## src/rtl/seg7_display_ctrl_if.sv

```systemverilog
// Write-side bus of the seven-segment controller: value, format flags and busy handshake.
`timescale 1ns/1ps
interface seg7_display_ctrl_if #(
    parameter int DATA_W = 16
);
    logic              we_i;
    logic [DATA_W-1:0] data_i;
    logic              mode_i;
    logic              blank_lz_i;
    logic              busy_o;

    modport master (output we_i, data_i, mode_i, blank_lz_i, input busy_o);
    modport slave  (input we_i, data_i, mode_i, blank_lz_i, output busy_o);
endinterface

```

## src/rtl/seg7_display_ctrl.sv

```systemverilog
// Seven-segment controller: hex or double-dabble decimal rendering onto a static
// per-digit bus and a scanned segment/anode pair.
`timescale 1ns/1ps
module seg7_display_ctrl #(
    parameter int DIGITS     = 4,
    parameter int DATA_W     = 16,
    parameter int CLK_DIV    = 5000,
    parameter bit ACTIVE_LOW = 1'b1
) (
    input  logic                  clk_i,
    input  logic                  reset,
    seg7_display_ctrl_if.slave    bus,
    output logic [7*DIGITS-1:0]   hex_o,
    output logic [6:0]            seg_o,
    output logic [DIGITS-1:0]     an_o
);
    localparam int NW     = 4 * DIGITS;
    localparam int STEP_W = $clog2(DATA_W + 1);
    localparam int DIV_W  = (CLK_DIV > 1) ? $clog2(CLK_DIV) : 1;
    localparam int IDX_W  = (DIGITS > 1) ? $clog2(DIGITS) : 1;
    localparam logic [63:0] DEC_LIMIT = 64'(10 ** DIGITS);

    typedef enum logic [1:0] {IDLE, CONV, COMMIT} state_t;

    state_t              state_q, state_d;
    logic [NW-1:0]       nib_q;
    logic [DIGITS-1:0]   blank_q, dash_q;
    logic [DATA_W-1:0]   bin_q;
    logic [NW-1:0]       bcd_q;
    logic [STEP_W-1:0]   step_q;
    logic                ovf_q, blz_q;
    logic [DIV_W-1:0]    div_q;
    logic [IDX_W-1:0]    idx_q;
    logic [DIGITS-1:0]   anSel;

    function automatic logic [NW-1:0] dabbleStep(input logic [NW-1:0] bcd, input logic inBit);
        logic [NW-1:0] adj;
        adj = bcd;
        for (int k = 0; k < DIGITS; k++)
            if (bcd[4*k +: 4] >= 4'd5) adj[4*k +: 4] = bcd[4*k +: 4] + 4'd3;
        return {adj[NW-2:0], inBit};
    endfunction

    // Blank zeros above the most significant nonzero digit; digit 0 always stays lit.
    function automatic logic [DIGITS-1:0] leadBlank(input logic [NW-1:0] nib, input logic lz);
        logic [DIGITS-1:0] b;
        logic              seen;
        b    = '0;
        seen = 1'b0;
        for (int k = DIGITS - 1; k >= 1; k--) begin
            if (nib[4*k +: 4] != 4'd0) seen = 1'b1;
            b[k] = lz & ~seen;
        end
        return b;
    endfunction

    function automatic logic [6:0] segDecode(input logic [3:0] n);
        case (n)
            4'h0: return 7'h3F;  4'h1: return 7'h06;  4'h2: return 7'h5B;  4'h3: return 7'h4F;
            4'h4: return 7'h66;  4'h5: return 7'h6D;  4'h6: return 7'h7D;  4'h7: return 7'h07;
            4'h8: return 7'h7F;  4'h9: return 7'h6F;  4'hA: return 7'h77;  4'hB: return 7'h7C;
            4'hC: return 7'h39;  4'hD: return 7'h5E;  4'hE: return 7'h79;
            default: return 7'h71;
        endcase
    endfunction

    always_ff @(posedge clk_i or posedge reset) begin
        if (reset) state_q <= IDLE;
        else       state_q <= state_d;
    end

    always_comb begin
        state_d = state_q;
        case (state_q)
            IDLE:    if (bus.we_i && bus.mode_i) state_d = CONV;
            CONV:    if (step_q == STEP_W'(DATA_W - 1)) state_d = COMMIT;
            COMMIT:  state_d = IDLE;
            default: state_d = IDLE;
        endcase
    end

    always_comb begin
        bus.busy_o = (state_q != IDLE);
    end

    // Writes are only sampled in IDLE, so a strobe during conversion simply falls through.
    always_ff @(posedge clk_i or posedge reset) begin
        if (reset) begin
            nib_q   <= '0;
            blank_q <= '0;
            dash_q  <= '0;
            bin_q   <= '0;
            bcd_q   <= '0;
            step_q  <= '0;
            ovf_q   <= 1'b0;
            blz_q   <= 1'b0;
        end else begin
            case (state_q)
                IDLE: if (bus.we_i) begin
                    if (bus.mode_i) begin
                        bin_q  <= bus.data_i;
                        bcd_q  <= '0;
                        step_q <= '0;
                        ovf_q  <= (64'(bus.data_i) >= DEC_LIMIT);
                        blz_q  <= bus.blank_lz_i;
                    end else begin
                        nib_q   <= NW'(bus.data_i);
                        blank_q <= leadBlank(NW'(bus.data_i), bus.blank_lz_i);
                        dash_q  <= '0;
                    end
                end
                CONV: begin
                    bcd_q  <= dabbleStep(bcd_q, bin_q[DATA_W-1]);
                    bin_q  <= bin_q << 1;
                    step_q <= step_q + STEP_W'(1);
                end
                COMMIT: begin
                    nib_q   <= bcd_q;
                    blank_q <= ovf_q ? '0 : leadBlank(bcd_q, blz_q);
                    dash_q  <= {DIGITS{ovf_q}};
                end
                default: ;
            endcase
        end
    end

    always_comb begin
        hex_o = '0;
        for (int k = 0; k < DIGITS; k++) begin
            if (dash_q[k])       hex_o[7*k +: 7] = 7'h40 ^ {7{ACTIVE_LOW}};
            else if (blank_q[k]) hex_o[7*k +: 7] = 7'h00 ^ {7{ACTIVE_LOW}};
            else                 hex_o[7*k +: 7] = segDecode(nib_q[4*k +: 4]) ^ {7{ACTIVE_LOW}};
        end
    end

    always_ff @(posedge clk_i or posedge reset) begin
        if (reset) begin
            div_q <= '0;
            idx_q <= '0;
        end else if (div_q == DIV_W'(CLK_DIV - 1)) begin
            div_q <= '0;
            idx_q <= (idx_q == IDX_W'(DIGITS - 1)) ? '0 : idx_q + IDX_W'(1);
        end else begin
            div_q <= div_q + DIV_W'(1);
        end
    end

    // The scanned segments tap hex_o combinationally so mid-frame updates show at once.
    always_comb begin
        seg_o = '0;
        anSel = '0;
        for (int k = 0; k < DIGITS; k++) begin
            if (idx_q == IDX_W'(k)) begin
                seg_o    = hex_o[7*k +: 7];
                anSel[k] = 1'b1;
            end
        end
    end

    assign an_o = ACTIVE_LOW ? ~anSel : anSel;

endmodule

```

## src/flat_wrapper.sv

```systemverilog
// flat-port wrapper written by rule: the top's interface ports become plain ports
module seg7_display_ctrl_flat 
#(
    parameter int DIGITS     = 4,
    parameter int DATA_W     = 16,
    parameter int CLK_DIV    = 5000,
    parameter bit ACTIVE_LOW = 1'b1
)
  (clk_i, reset, hex_o, seg_o, an_o, bus_we_i, bus_data_i, bus_mode_i, bus_blank_lz_i, bus_busy_o);
  seg7_display_ctrl_if #(.DATA_W(DATA_W)) bus_i ();
  input  logic clk_i;
  input  logic reset;
  output logic [7*DIGITS-1:0] hex_o;
  output logic [6:0] seg_o;
  output logic [DIGITS-1:0] an_o;
  input wire logic [$bits(bus_i.we_i)-1:0] bus_we_i;
  input wire logic [$bits(bus_i.data_i)-1:0] bus_data_i;
  input wire logic [$bits(bus_i.mode_i)-1:0] bus_mode_i;
  input wire logic [$bits(bus_i.blank_lz_i)-1:0] bus_blank_lz_i;
  output wire logic [$bits(bus_i.busy_o)-1:0] bus_busy_o;
  assign bus_i.we_i = bus_we_i;
  assign bus_i.data_i = bus_data_i;
  assign bus_i.mode_i = bus_mode_i;
  assign bus_i.blank_lz_i = bus_blank_lz_i;
  assign bus_busy_o = bus_i.busy_o;
  seg7_display_ctrl #(.DIGITS(DIGITS), .DATA_W(DATA_W), .CLK_DIV(CLK_DIV), .ACTIVE_LOW(ACTIVE_LOW)) u_core (.clk_i(clk_i), .reset(reset), .bus(bus_i), .hex_o(hex_o), .seg_o(seg_o), .an_o(an_o));
endmodule
```

## config.mk

```make
export PLATFORM = sky130hd
export DESIGN_NAME = seg7_display_ctrl_flat
export DESIGN_NICKNAME = d
export VERILOG_FILES = /design/src/rtl/seg7_display_ctrl_if.sv /design/src/rtl/seg7_display_ctrl.sv /design/src/flat_wrapper.sv
export SDC_FILE = /design/constraint.sdc
export NUM_CORES = 1
export LEC_CHECK = 0
export ABC_AREA = 1
export BUFFER_PORTS_ARGS = -buffer_cell sky130_fd_sc_hd__buf_4
export CAP_MARGIN = 25
export CELL_PAD_IN_SITES_DETAIL_PLACEMENT = 0
export CELL_PAD_IN_SITES_GLOBAL_PLACEMENT = 1
export CORE_MARGIN = 2
export CORE_UTILIZATION = 25
export CTS_CLUSTER_DIAMETER = 30
export CTS_CLUSTER_SIZE = 30
export DETAILED_ROUTE_END_ITERATION = 10
export PLACE_DENSITY_LB_ADDON = 0.1
export SETUP_SLACK_MARGIN = 0.2
export SLEW_MARGIN = 15
export SYNTH_ARGS = -nofsm -noshare
export SYNTH_HDL_FRONTEND = slang
export SYNTH_SLANG_ARGS = --single-unit
```

## constraint.sdc

```tcl
create_clock -name clk_i -period 1.95 [get_ports clk_i]
set_input_delay 0.195 -clock clk_i [delete_from_list [all_inputs] [get_ports clk_i]]
set_output_delay 0.195 -clock clk_i [all_outputs]
set_load 0.01 [all_outputs]
```

After elaboration in Yosys (flattened, before gate mapping)
Memories as Yosys holds them, arrays and structs flattened.
Index checks and enable logic that the tools add are counted.
- $add $sub $neg: 7
- order comparisons: 5
- bitwise operators: 17
- eq/ne operators: 12
- reduce and logical (&&, ||, !) cells: 16
- muxes and demuxes: 70
- operators with widths (operator ; number):
    two-way mux 7 bit ; 20
    two-way mux 16 bit ; 6
    case mux 16 bit (2 select lines) ; 3
    two-way mux 4 bit ; 8
    NOT 7 bit ; 4
    nonzero test 4 bit ; 6
    two-way mux 1 bit ; 22
    greater-or-equal comparator 16 x 14 -> 1 bit, second input constant ; 1
    greater-or-equal comparator 4 x 3 -> 1 bit, second input constant ; 4
    case mux 4 bit (2 select lines) ; 2
    adder 13 x 1 -> 13 bit, second input constant ; 1
    equality test 13 bit, second input constant ; 1
    two-way mux 13 bit ; 1
    adder 4 x 2 -> 4 bit, second input constant ; 3
    two-way mux 5 bit ; 2
    case mux 5 bit (2 select lines) ; 1
    AND reduction 3 bit ; 3
    bitwise AND 1 bit ; 6
    equality test 2 bit, second input constant ; 3
    two-way mux 2 bit ; 3
    inequality test 2 bit, second input constant ; 3
    NOT 1 bit ; 6
    nonzero test 2 bit ; 3
    adder 5 x 1 -> 5 bit, second input constant ; 1
    11 further kinds ; 14
- memories kept: 4
- output and inout port bits: 40
- memory bits (read-only): 448
- register bits: 80
- word-level logic and storage cells: 142
- memories (name ; depth ; width ; read ports ; clocked after Yosys merged registers in ; wr ports ; line ; RTL):
    (no name shown) ; 16 ; 7 ; 1 ; 0 ; 0 ; seg7_display_ctrl.sv:58 ; case (n)
    (no name shown) ; 16 ; 7 ; 1 ; 0 ; 0 ; seg7_display_ctrl.sv:58 ;
    (no name shown) ; 16 ; 7 ; 1 ; 0 ; 0 ; seg7_display_ctrl.sv:58 ;
    (no name shown) ; 16 ; 7 ; 1 ; 0 ; 0 ; seg7_display_ctrl.sv:58 ;

Longest topological paths before layout
Gate-level depths: netlist of the first run.
- depth after elaboration: 18
- mapped depth: 11
- mapped depth without buffers: 11

Worst setup path before layout of the first run
OpenSTA, ideal clock, no wires.
- path type: reg-to-output
- from: reg u_core.idx_q[0]
- to: out seg_o[2]
- stages on the path, launching flop included: 8
- arrival: 1.406 ns
- required time: 1.755 ns
- setup slack: 0.349 ns
- cell sequence: dfrtp_1 -> ha_1 -> buf_2 -> nor2_1 -> nand2_1 -> nand2_1 -> nand2_1 -> a21oi_1
- word-level cells in the longest chain between the ends: 5
- elaborated cells on any way between the ends: 8
- those cells by class: eq/ne (3); mux (4); reduce/logical (1)
- RTL lines (what ; line ; RTL):
    from (decl) ; seg7_display_ctrl.sv:33 ; logic [IDX_W-1:0] idx_q;
    from (signal assigned) ; seg7_display_ctrl.sv:142 ; idx_q <= (idx_q == IDX_W'(DIGITS - 1)) ? '0 : idx_q + IDX_W'(1);
    logical NOT 2 bit ; seg7_display_ctrl.sv:153 ; if (idx_q == IDX_W'(k)) begin
    two-way mux 7 bit (3 in series) ; seg7_display_ctrl.sv:153 ;
    two-way mux 7 bit * ; seg7_display_ctrl.sv:153 ;
    to (decl) ; flat_wrapper.sv:14 ; output logic [6:0] seg_o;
Every way passes the cells marked *; elsewhere a longest branch is shown, timed or not.

Worst setup path after layout of the first run
- from: reg u_core.nib_q[8]
- to: out seg_o[3]
- word-level cells in the longest chain between the ends: 8
- RTL lines (what ; line ; RTL):
    from (decl) ; seg7_display_ctrl.sv:26 ; logic [NW-1:0] nib_q;
    from (signal assigned) ; seg7_display_ctrl.sv:107 ; nib_q <= NW'(bus.data_i);
    from (signal assigned) ; seg7_display_ctrl.sv:118 ; nib_q <= bcd_q;
    memory (16 x 7 bit) ; -- ;
    two-way mux 7 bit ; seg7_display_ctrl.sv:131 ; else if (blank_q[k]) hex_o[7*k +: 7] = 7'h00 ^ {7{ACTIVE_LOW}};
    two-way mux 7 bit ; seg7_display_ctrl.sv:130 ; if (dash_q[k]) hex_o[7*k +: 7] = 7'h40 ^ {7{ACTIVE_LOW}};
    NOT 7 bit (no line) ; -- ;
    two-way mux 7 bit ; seg7_display_ctrl.sv:131 ;
    two-way mux 7 bit ; seg7_display_ctrl.sv:130 ;
    two-way mux 7 bit (2 in series) ; seg7_display_ctrl.sv:153 ;
No other way between the ends. The select of a mux whose other input is x is not followed.

==> results.ini, run 1 <==
[cells_and_area]
syn_to_final_growth_pct = 38.5
drive_gt1_share_pct = 31.8
post-route-cell-area_um2 = 7350
finalNonFillerCells = 1096
nets = 881
n_antenna_cell = 0

[synthesis]
synth_area_um2 = 5310
synth_edf_count = 0
synthFlopType = dfrtp_1
yosys_warnings = 0
synth_cell_type_count = 42
synth-seq-cells = 76
avgSynthCellArea_um2 = 7.30
async_flop_share_pct = 100
syn_nets = 791
synthCells = 727
seq_area_frac_synth_pct = 35.8

[clock_network]
root_buffer = clkbuf_16
clk_path_buf_depth = 2
cts_buffers = 9
clock_sinks = 76
cts_htree_levels = 3
worstSkewPairLatency_ns = 0.35
cts_tree = built
path_clk_slew_ns = 0.06

[detailed_routing]
drtIter0Drc = 208
final_antenna_net_count = 0
drcViolationCount = 0
vias = 5036
wirelength_um = 16400
avgRoutedWirePerCell_um = 15.0
vias_per_cell = 4.59
drt_first_pass_iters = 5

[setup_path]
path_common_cell = nand2_1
max_stage_delay_ns = 0.45
critical_path_depth = 12
cp_data_required_time_ns = 1.75
ff2ff_path_depth = 8
cp-end-kind = output port
cp_cell_sequence = clkinv_4 -> ha_4 -> inv_2 -> nand2_1 -> nand3_1 -> nand2_2 -> nand3_1 -> nand2_1 -> inv_1 -> nand2_1 -> nand2_1 -> buf_6
crit_family = flip-flops
critPathKind = register to output port
worstPathMaxFanout = 6
crit_path_start_kind = register
critical_path_arrival_ns = 1.84
crit_buf_inv = 4
cp_slowest_cell = dfrtp_2

[sta]
layout_min_cycle_time_ns = 2.04
finalHoldViolCount = 0
slew_viol_final = 0
fin_ws_ns = -0.0883
finalCritPeriodShare_pct = 105
grt_setup_unrepaired = true
worst_slew_pin_slew_ns = 0.404
clock.fmax_mhz = 491
skew_ns = 0.00816
setup_viol = 8
relSlewSlack_pct = 73.1

[place]
placedInstanceArea_um2 = 6110
dp_hpwl_um = 12200
portBuffers = 60
routabilityCongestion = 0.772
dp_cells = 1051

[floorplan]
fp-row-count = 53
fp.dieW_um = 150
io-pin-count = 61
start_util_pct = 25.3
core-area_um2 = 21000
die_area_um2 = 22400
die_h_um = 150

[power_and_ir_drop]
leakagePower_nw = 3.45
peakVddDrop_v = 0.000487
cellPowerDensity_nw_per_um2 = 1760

[hold_path]
hold_path_depth = 3
hp-class = input pin to register

[global_routing]
grt_max_degree = 48
grt.overflow.total = 0
antenna_found_initial = 0
grt_pass1_wl_um = 26600
grt_pass1_vias = 4981
gr-usage-all-layers_pct = 15.1

[job]
maxCapViolations = 0

[outcome]
violations = negative setup slack
status = finished, violations left

-- layer usage --
metal / global-route usage [%] / wire, um / up-vias
met2: 25.0 / 7910 / 73
li1: - / - / 2556
met4: 4.43 / 241 / 0
met1: 20.6 / 7820 / 2393
met5: 0 / 0 / -
met3: 2.16 / 444 / 14
-- flip-flops by register name (all words and copies together) (netlist names), 2 cells and up --
register        flops
u_core.step_q       5
u_core.bcd_q       16
u_core.nib_q       16
u_core.idx_q        2
u_core.div_q       13
u_core.bin_q       16
u_core.blank_q      3
u_core.state_q      2
-- path summary, 6_finish.rpt --
path                                              from                           end  slack (ns)
setup / recovery           u_core.nib_q[8]$_DFFE_PP0P_                      seg_o[3]       -0.09
hold / removal                          bus_blank_lz_i      u_core.blz_q$_DFFE_PP0P_        0.08
setup reg to reg           u_core.bcd_q[4]$_DFFE_PP0P_   u_core.bcd_q[5]$_DFFE_PP0P_        0.34
min in group asynchronous                        reset   u_core.nib_q[6]$_DFFE_PP0P_        0.46
max in group asynchronous                        reset  u_core.step_q[4]$_DFFE_PP0P_        1.11
hold reg to reg            u_core.bin_q[5]$_DFFE_PP0P_   u_core.bin_q[5]$_DFFE_PP0P_        0.48
-- metrics by stage --
stage	setup WS [ns]	setup TNS (ns)	hold slack (ns)	util, %	power [W]
floorplan	0.349	0	0.312	-	0.00660
global placement	0.0550	0	0.295	29.2	0.00896
detailed placement	0.0494	0	0.297	29.2	0.00898
CTS	-0.0964	-0.482	0.0706	33.3	0.0121
global route	-0.195	-1.35	0.0926	35.1	0.0141
finish	-0.0883	-0.408	0.0782	35.1	0.0129
-- placed cells by master, fill, tap and decap left out, types with 16 or more instances in the layout --
cell / netlist / layout
nand2_1: 167 / 140
nand3_1: 72 / 50
nor2_1: 43 / 38
buf_6: 1 / 30
buf_4: 4 / 70
nand3_2: 2 / 22
a21oi_1: 18 / 16
o21ai_0: 54 / 48
inv_1: 105 / 85
ha_1: 43 / 23
dfrtp_1: 76 / 65
inv_2: 10 / 18
nand2_2: 5 / 29
o211ai_1: 25 / 25
-- worst register-to-register path: cells and delay by family (launching register included) --
family | cells | cell delay [ns]
flip-flops | 1 | 0.42
adder cells (fa/ha/maj) | 1 | 0.20
AND/OR/NAND/NOR | 3 | 0.49
buffers and inverters | 2 | 0.19
AO/OA/AOI/OAI | 2 | 0.19
-- cells in the mapped netlist, drive strengths merged (8+ instances only) --
cell	instances	area, um2
nand2	172	658
inv	115	432
dfrtp	76	1900
nand3	74	380
o21ai	67	335
nor2	48	198
ha	43	538
o211ai	25	188
buf	21	121
a21oi	18	90.1
nor3	10	55.1
xor2	10	87.6
o22ai	8	50.1
-- where the power goes --
group	switching [W]	internal, W	total (W)
Clock	0.000683	0.00125	0.00193
Combinational	0.00437	0.00372	0.00810
Sequential	0.000691	0.00220	0.00289
Total	0.00575	0.00717	0.0129
-- final cells by class --
type,instances,area (um2)
well taps,275,344
clock inverters,6,114
flip-flops and latches,76,1920
fillers,2267,13600
clock buffers,9,225
repair buffers,104,933
inverters,117,477
multi-input cells,509,3340
-- cell families (layout without fill, tap and decap cells) --
logic type,Yosys count,after routing,share of synthesized area (%)
DFF,76,76,35.8
and+or+nand+nor,318,318,26.1
AOI/OAI and AO/OA,138,138,15.4
buffers and inverters,142,236,10.9
adders and majority gates,43,43,10.1
xor gates and xnor gates,10,10,1.65
-- what timing repair did --
item,4_1_cts,5_1_grt
endpoints found under the setup margin,36,37
gates resized for setup,99,89
pin swaps,25,23
hold endpoints to repair,56,0
buffers inserted,21,8
hold buffers,1,0
(Power assumes the default switching activity.)
==> run 2: changes to the inputs <==
- ABC_AREA: 1 -> 0
- CORE_UTILIZATION: 25 -> 35
- CTS_CLUSTER_SIZE: 30 -> not set
==> results.ini, run 2 <==
[global_routing]
antenna_found_initial = 0  ; unchanged
grt_pass1_wl_um = 24900  ; -6.3%
grt_pass1_vias = 4779  ; -4.1%
gr-usage-all-layers_pct = 21.0  ; +5.9 points
grt.overflow.total = 0  ; unchanged
grt_max_degree = 33  ; -31%

[floorplan]
io-pin-count = 61  ; unchanged
core-area_um2 = 13900  ; -34%
fp.dieW_um = 124  ; -17%
die_h_um = 124  ; -17%
die_area_um2 = 15300  ; -32%
fp-row-count = 43  ; -19%
start_util_pct = 36.0  ; +11 points

[sta]
setup_viol = 25  ; +17
clock.fmax_mhz = 370  ; -25%
fin_ws_ns = -0.754  ; -0.666 ns
finalHoldViolCount = 0  ; unchanged
setup-tns-final_ns = -5.60  ; -5.19 ns
layout_min_cycle_time_ns = 2.70  ; +0.666 ns
slew_viol_final = 0  ; unchanged
finalCritPeriodShare_pct = 139  ; +34 points
grt_setup_unrepaired = true
worst_slew_pin_slew_ns = 0.569  ; +0.165 ns
skew_ns = 0.00801  ; -0.000145 ns
relSlewSlack_pct = 62.0  ; -11 points

[clock_network]
cts_tree = built
path_clk_slew_ns = 0.06  ; about the same
cts_buffers = 9  ; unchanged
clk_path_buf_depth = 2  ; unchanged
worstSkewPairLatency_ns = 0.34  ; about the same
clock_sinks = 76  ; unchanged
cts_htree_levels = 3  ; unchanged
root_buffer = clkbuf_16

[synthesis]
synth_area_um2 = 5020  ; -5.4%
yosys_warnings = 0  ; unchanged
synth_edf_count = 0  ; unchanged
synthCells = 568  ; -22%
syn_nets = 632  ; -20%
async_flop_share_pct = 100  ; unchanged
synthDominantCellAreaShare_pct = 37.9  ; +2.0 points
synth_cell_type_count = 58  ; +38%
seq_area_frac_synth_pct = 37.9  ; +2.0 points
synthFlopType = dfrtp_1
yosysMostFrequentCell = dfrtp_1
synth_area_leaders = dfrtp_1, ha_1, nand2_1
avgSynthCellArea_um2 = 8.84  ; +21%
synth-seq-cells = 76  ; unchanged
yosys.area.top_type = dfrtp_1
synthTopCellsByCount = dfrtp_1, nand2_1, nor2_1

[place]
dp_slack_ns = -0.453  ; -0.502 ns
routabilityCongestion = 0.842  ; +9.0%
placedInstanceArea_um2 = 6190  ; +1.4%
portBuffers = 60  ; unchanged
dp_hpwl_um = 10500  ; -13%

[cells_and_area]
final_common_cell = buf_4
nets = 801  ; -9.1%
num-fill-cells = 1225  ; -46%
n_antenna_cell = 0  ; unchanged
final_cell_mix = buf_4, nand2_1, buf_6, dfrtp_1, nor2_1
drive_gt1_share_pct = 43.8  ; +12 points
syn_to_final_growth_pct = 56.3
multi_input_comb_area_um2 = 3580  ; +7.0%
top_regs = u_core.bcd_q x16, u_core.bin_q x16, u_core.nib_q x16
utilization_pct = 56.3  ; +21 points
post-route-cell-area_um2 = 7850  ; +6.8%
regArea_um2 = 1920  ; +0.20%

[detailed_routing]
drtIter0Drc = 301  ; +45%
vias_per_cell = 5.27  ; +15%
drt_first_pass_iters = 5  ; unchanged
wirelength_um = 15600  ; -4.7%
avgRoutedWirePerCell_um = 17.0  ; +13%
drcViolationCount = 0  ; unchanged
vias = 4855  ; -3.6%
final_antenna_net_count = 0  ; unchanged

[power_and_ir_drop]
p_int_w = 0.00839  ; +17%
leakagePower_nw = 3.45  ; about the same
p_sw_share_pct = 39.4  ; -5.1 points
cellPowerDensity_nw_per_um2 = 1760  ; +0.32%
share_seq_of_total_power_pct = 19.7  ; -2.7 points
peakVddDrop_v = 0.000616  ; +27%
p_sw_w = 0.00545  ; -5.2%
p_comb_share_pct = 67.8  ; +5.1 points
p_clk_share_pct = 12.5  ; -2.4 points

[setup_path]
crit_path_start_kind = register
critPathKind = register to output port
worstPathMaxFanout = 4  ; -2
r2r_start = u_core.div_q[11]$_DFF_PP0_
crit_path_start = u_core.nib_q[4]$_DFFE_PP0P_
cp-end-kind = output port
cp_data_required_time_ns = 1.75  ; about the same
critical_path_arrival_ns = 2.51  ; +0.67 ns

[outcome]
status = finished, violations left
violations = negative setup slack

[job]
maxCapViolations = 0  ; unchanged

[hold_path]
hp-start = bus_data_i[0]
hp-class = input pin to register

run 2: routing by layer:
metal  wire length [um]  vias to the layer above  track usage, %
met2               7400                       98            34.3
met3                549                       31            3.53
met1               7290                     2343            28.1
li1                   -                     2383               -
met5                  0                        -               0
met4                406                        0            7.74
run 2: area by class of cell:
cell class,instances,area share (%)
multi-input cells,431,45.5
flip-flops and latches,76,24.4
repair buffers,187,21.5
clock buffers,12,3.27
well taps,180,2.87
inverters,32,1.75
clock inverters,4,0.606
run 2: worst max-delay path, cell delays in order (launching register included):
cell and delay [ns]:
dfrtp_2 0.42, inv_4 0.06, ha_4 0.27, inv_4 0.03, mux4_2 0.44, or3_4 0.35, a221o_1 0.35, o221a_1 0.14
buf_6 0.12
run 2: worst paths after layout:
| kind | endpoint | slack, ns | depth (start not counted) |
|---|---|---|---|
| hold reg to reg | u_core.step_q[2]$_DFFE_PP0P_ | 0.50 | 1 |
| setup / recovery | seg_o[3] | -0.75 | 8 |
| hold / removal | u_core.bin_q[0]$_DFFE_PP0P_ | 0.10 | 2 |
| max in group asynchronous | u_core.nib_q[14]$_DFFE_PP0P_ | 0.83 | 4 |
| setup reg to reg | u_core.div_q[12]$_DFF_PP0_ | 0.26 | 5 |
| min in group asynchronous | u_core.nib_q[13]$_DFFE_PP0P_ | 0.47 | 3 |
run 2: cell families (layout without fill, tap and decap cells):
group | Yosys count | in the layout | share of synthesized area (%)
simple gates | 197 | 197 | 18.6
compound gates | 152 | 152 | 20.4
flops | 76 | 76 | 37.9
buf+inv | 61 | 235 | 4.71
fa+ha+maj | 43 | 43 | 10.7
mux | 24 | 24 | 5.13
xor+xnor | 15 | 15 | 2.62
run 2: metrics by stage:
stage	power, W	hold WS [ns]	cells
2_1_floorplan	0.00619	0.328	568
3_3_place_gp	0.00893	0.297	852
3_5_place_dp	0.00902	0.297	852
4_1_cts	0.0131	0.0943	910
5_1_grt	0.0148	0.105	922
6_report	0.0138	0.104	922
run 2: power by group through the flow:
| stage | registers, W | clock network (W) | logic (W) |
|---|---|---|---|
| finish | 0.00273 | 0.00173 | 0.00939 |
| global route | 0.00282 | 0.00183 | 0.0101 |
| CTS | 0.00270 | 0.00178 | 0.00861 |
| detailed placement | 0.00269 | 0 | 0.00633 |
| global placement | 0.00267 | 0 | 0.00626 |
| floorplan | 0.00255 | 0 | 0.00364 |
run 2: what timing repair did:
item,CTS,global route
endpoints found under the setup margin,38,40
buffers inserted,40,12
hold endpoints to repair,19,0
hold buffers,1,0
pin swaps,45,15
resized for setup,171,53
gates cloned,1,0
==> run 3: changes to the inputs <==
- CORE_MARGIN: 2 -> not set
==> results.ini, run 3 (same netlist as run 2, synthesis figures left out) <==
[outcome]
status = finished, violations left
violations = negative setup slack

[setup_path]
critical_path_arrival_ns = 2.54  ; +0.03 ns
reg2reg_slack_ns = 0.20  ; -0.06 ns
path_common_cell = inv_2
cp_data_required_time_ns = 1.75  ; about the same
worstPathMaxFanout = 4  ; unchanged
crit_buf_inv = 3  ; unchanged
max_stage_delay_ns = 0.46  ; +0.02 ns
crit_family = compound AO/OA/AOI/OAI gates
cp-end-kind = output port
cp_cell_sequence = inv_2 -> ha_4 -> inv_2 -> mux4_2 -> or3_4 -> a221o_1 -> o221a_1 -> buf_6
critPathKind = register to output port
cp_slowest_cell = mux4_2
crit_path_start_kind = register

[place]
portBuffers = 60  ; unchanged
dp_cells = 850  ; -0.23%
routabilityCongestion = 0.827  ; -1.7%
dp_hpwl_um = 10400  ; -1.0%
placedInstanceArea_um2 = 6200  ; +0.16%

[cells_and_area]
post-route-cell-area_um2 = 7650  ; -2.5%
final_cell_mix = buf_4, nand2_1, dfrtp_1, buf_6, nor2_1
final_common_cell = buf_4
syn_to_final_growth_pct = 52.4
finalNonFillerCells = 914  ; -0.87%
drive_gt1_share_pct = 41.8  ; -2.0 points
top_regs = u_core.bcd_q x16, u_core.bin_q x16, u_core.nib_q x16
n_antenna_cell = 0  ; unchanged
nets = 793  ; -1.0%

[detailed_routing]
drt_first_pass_iters = 5  ; unchanged
drcViolationCount = 0  ; unchanged
route.met3.wl_um = 611  ; +11%
vias_per_cell = 5.27  ; +0.17%
avgRoutedWirePerCell_um = 16.6  ; -1.9%
top_layer = met4
drt-met1-wl_um = 7020  ; -3.7%
met2WireLength_um = 7340  ; -0.78%
final_antenna_net_count = 0  ; unchanged
wirelength_um = 15200  ; -2.7%
vias = 4821  ; -0.70%
drtIter0Drc = 306  ; +1.7%

[power_and_ir_drop]
power_w = 0.0131  ; -5.4%
peakVddDrop_v = 0.000629  ; +2.2%
cellPowerDensity_nw_per_um2 = 1710  ; -2.9%
leakagePower_nw = 3.37  ; -2.3%

[floorplan]
die_h_um = 122  ; -1.6%
start_util_pct = 36.0  ; unchanged
fp-row-count = 43  ; unchanged
fp.dieW_um = 122  ; -1.6%
die_area_um2 = 14800  ; -3.2%
core-area_um2 = 13900  ; unchanged
io-pin-count = 61  ; unchanged

[sta]
finalCritPeriodShare_pct = 140  ; +1.4 points
clock.fmax_mhz = 366  ; -1.0%
grt_setup_unrepaired = true
layout_min_cycle_time_ns = 2.73  ; +0.0281 ns
skew_ns = 0.00485  ; -0.00317 ns
relSlewSlack_pct = 62.1  ; +0.18 points
fin_ws_ns = -0.782  ; -0.0281 ns
slew_viol_final = 0  ; unchanged
setup_viol = 22  ; -12%
worst_slew_pin_slew_ns = 0.567  ; -0.00268 ns
finalHoldViolCount = 0  ; unchanged

[global_routing]
gr-usage-all-layers_pct = 20.9  ; -0.14 points
grt_pass1_vias = 4638  ; -3.0%
grt.overflow.total = 0  ; unchanged
antenna_found_initial = 0  ; unchanged
grt_pass1_wl_um = 24000  ; -3.7%
grt_max_degree = 45  ; +36%

[clock_network]
cts_htree_levels = 3  ; unchanged
clock_sinks = 76  ; unchanged
path_clk_slew_ns = 0.06  ; about the same
worstSkewPairLatency_ns = 0.34  ; about the same
clk_path_buf_depth = 2  ; unchanged
cts_buffers = 9  ; unchanged
cts_tree = built
root_buffer = clkbuf_16

[hold_path]
hp-class = input pin to register

[job]
maxCapViolations = 0  ; unchanged

[run 3: layout make-up]
cell class	instances	area (um2)
repair buffers	179	1590
fillers	1252	6280
multi-input cells	431	3530
clock inverters	2	10.0
inverters	32	134
clock buffers	14	254
well taps	180	225
flip-flops and latches	76	1920
[run 3: worst paths after layout]
| check | startpoint | endpoint | cells past startpoint |
|---|---|---|---|
| max in group asynchronous | reset | u_core.step_q[1]$_DFFE_PP0P_ | 4 |
| worst min register to register | u_core.div_q[12]$_DFF_PP0_ | u_core.div_q[12]$_DFF_PP0_ | 1 |
| min in group asynchronous | reset | u_core.bin_q[10]$_DFFE_PP0P_ | 3 |
| worst max register to register | u_core.div_q[4]$_DFF_PP0_ | u_core.div_q[1]$_DFF_PP0_ | 6 |
| worst max-delay path | u_core.nib_q[4]$_DFFE_PP0P_ | seg_o[3] | 8 |
| worst min-delay path | bus_blank_lz_i | u_core.blz_q$_DFFE_PP0P_ | 2 |
[run 3: timing repair]
item / CTS / global route
pin swaps: 29 / 31
endpoints found under the hold margin: 20 / 0
endpoints found under the setup margin: 37 / 41
hold buffers: 1 / 0
gates resized for setup: 113 / 84
setup buffers: 33 / 13
cloned: 1 / 0
[run 3: stage by stage]
step	hold slack (ns)	worst slack, ns	utilization (%)	setup TNS [ns]
2_1_floorplan	0.328	-0.292	-	-0.330
3_3_place_gp	0.293	-0.426	44.5	-0.708
3_5_place_dp	0.285	-0.468	44.5	-0.909
4_1_cts	0.0973	-0.775	51.6	-5.41
5_1_grt	0.0958	-0.870	54.9	-7.29
6_report	0.104	-0.782	54.9	-5.45
[run 3: report_power, final]
part           internal, W  switching, W
Combinational      0.00483       0.00398
Clock             0.000895      0.000639
Sequential         0.00216      0.000600
Total              0.00789       0.00522
[run 3: layer usage]
metal	global-route usage, %	up-vias
li1	-	2350
met1	28.5	2349
met2	33.6	104
met3	3.84	18
met4	6.17	0
met5	0	-
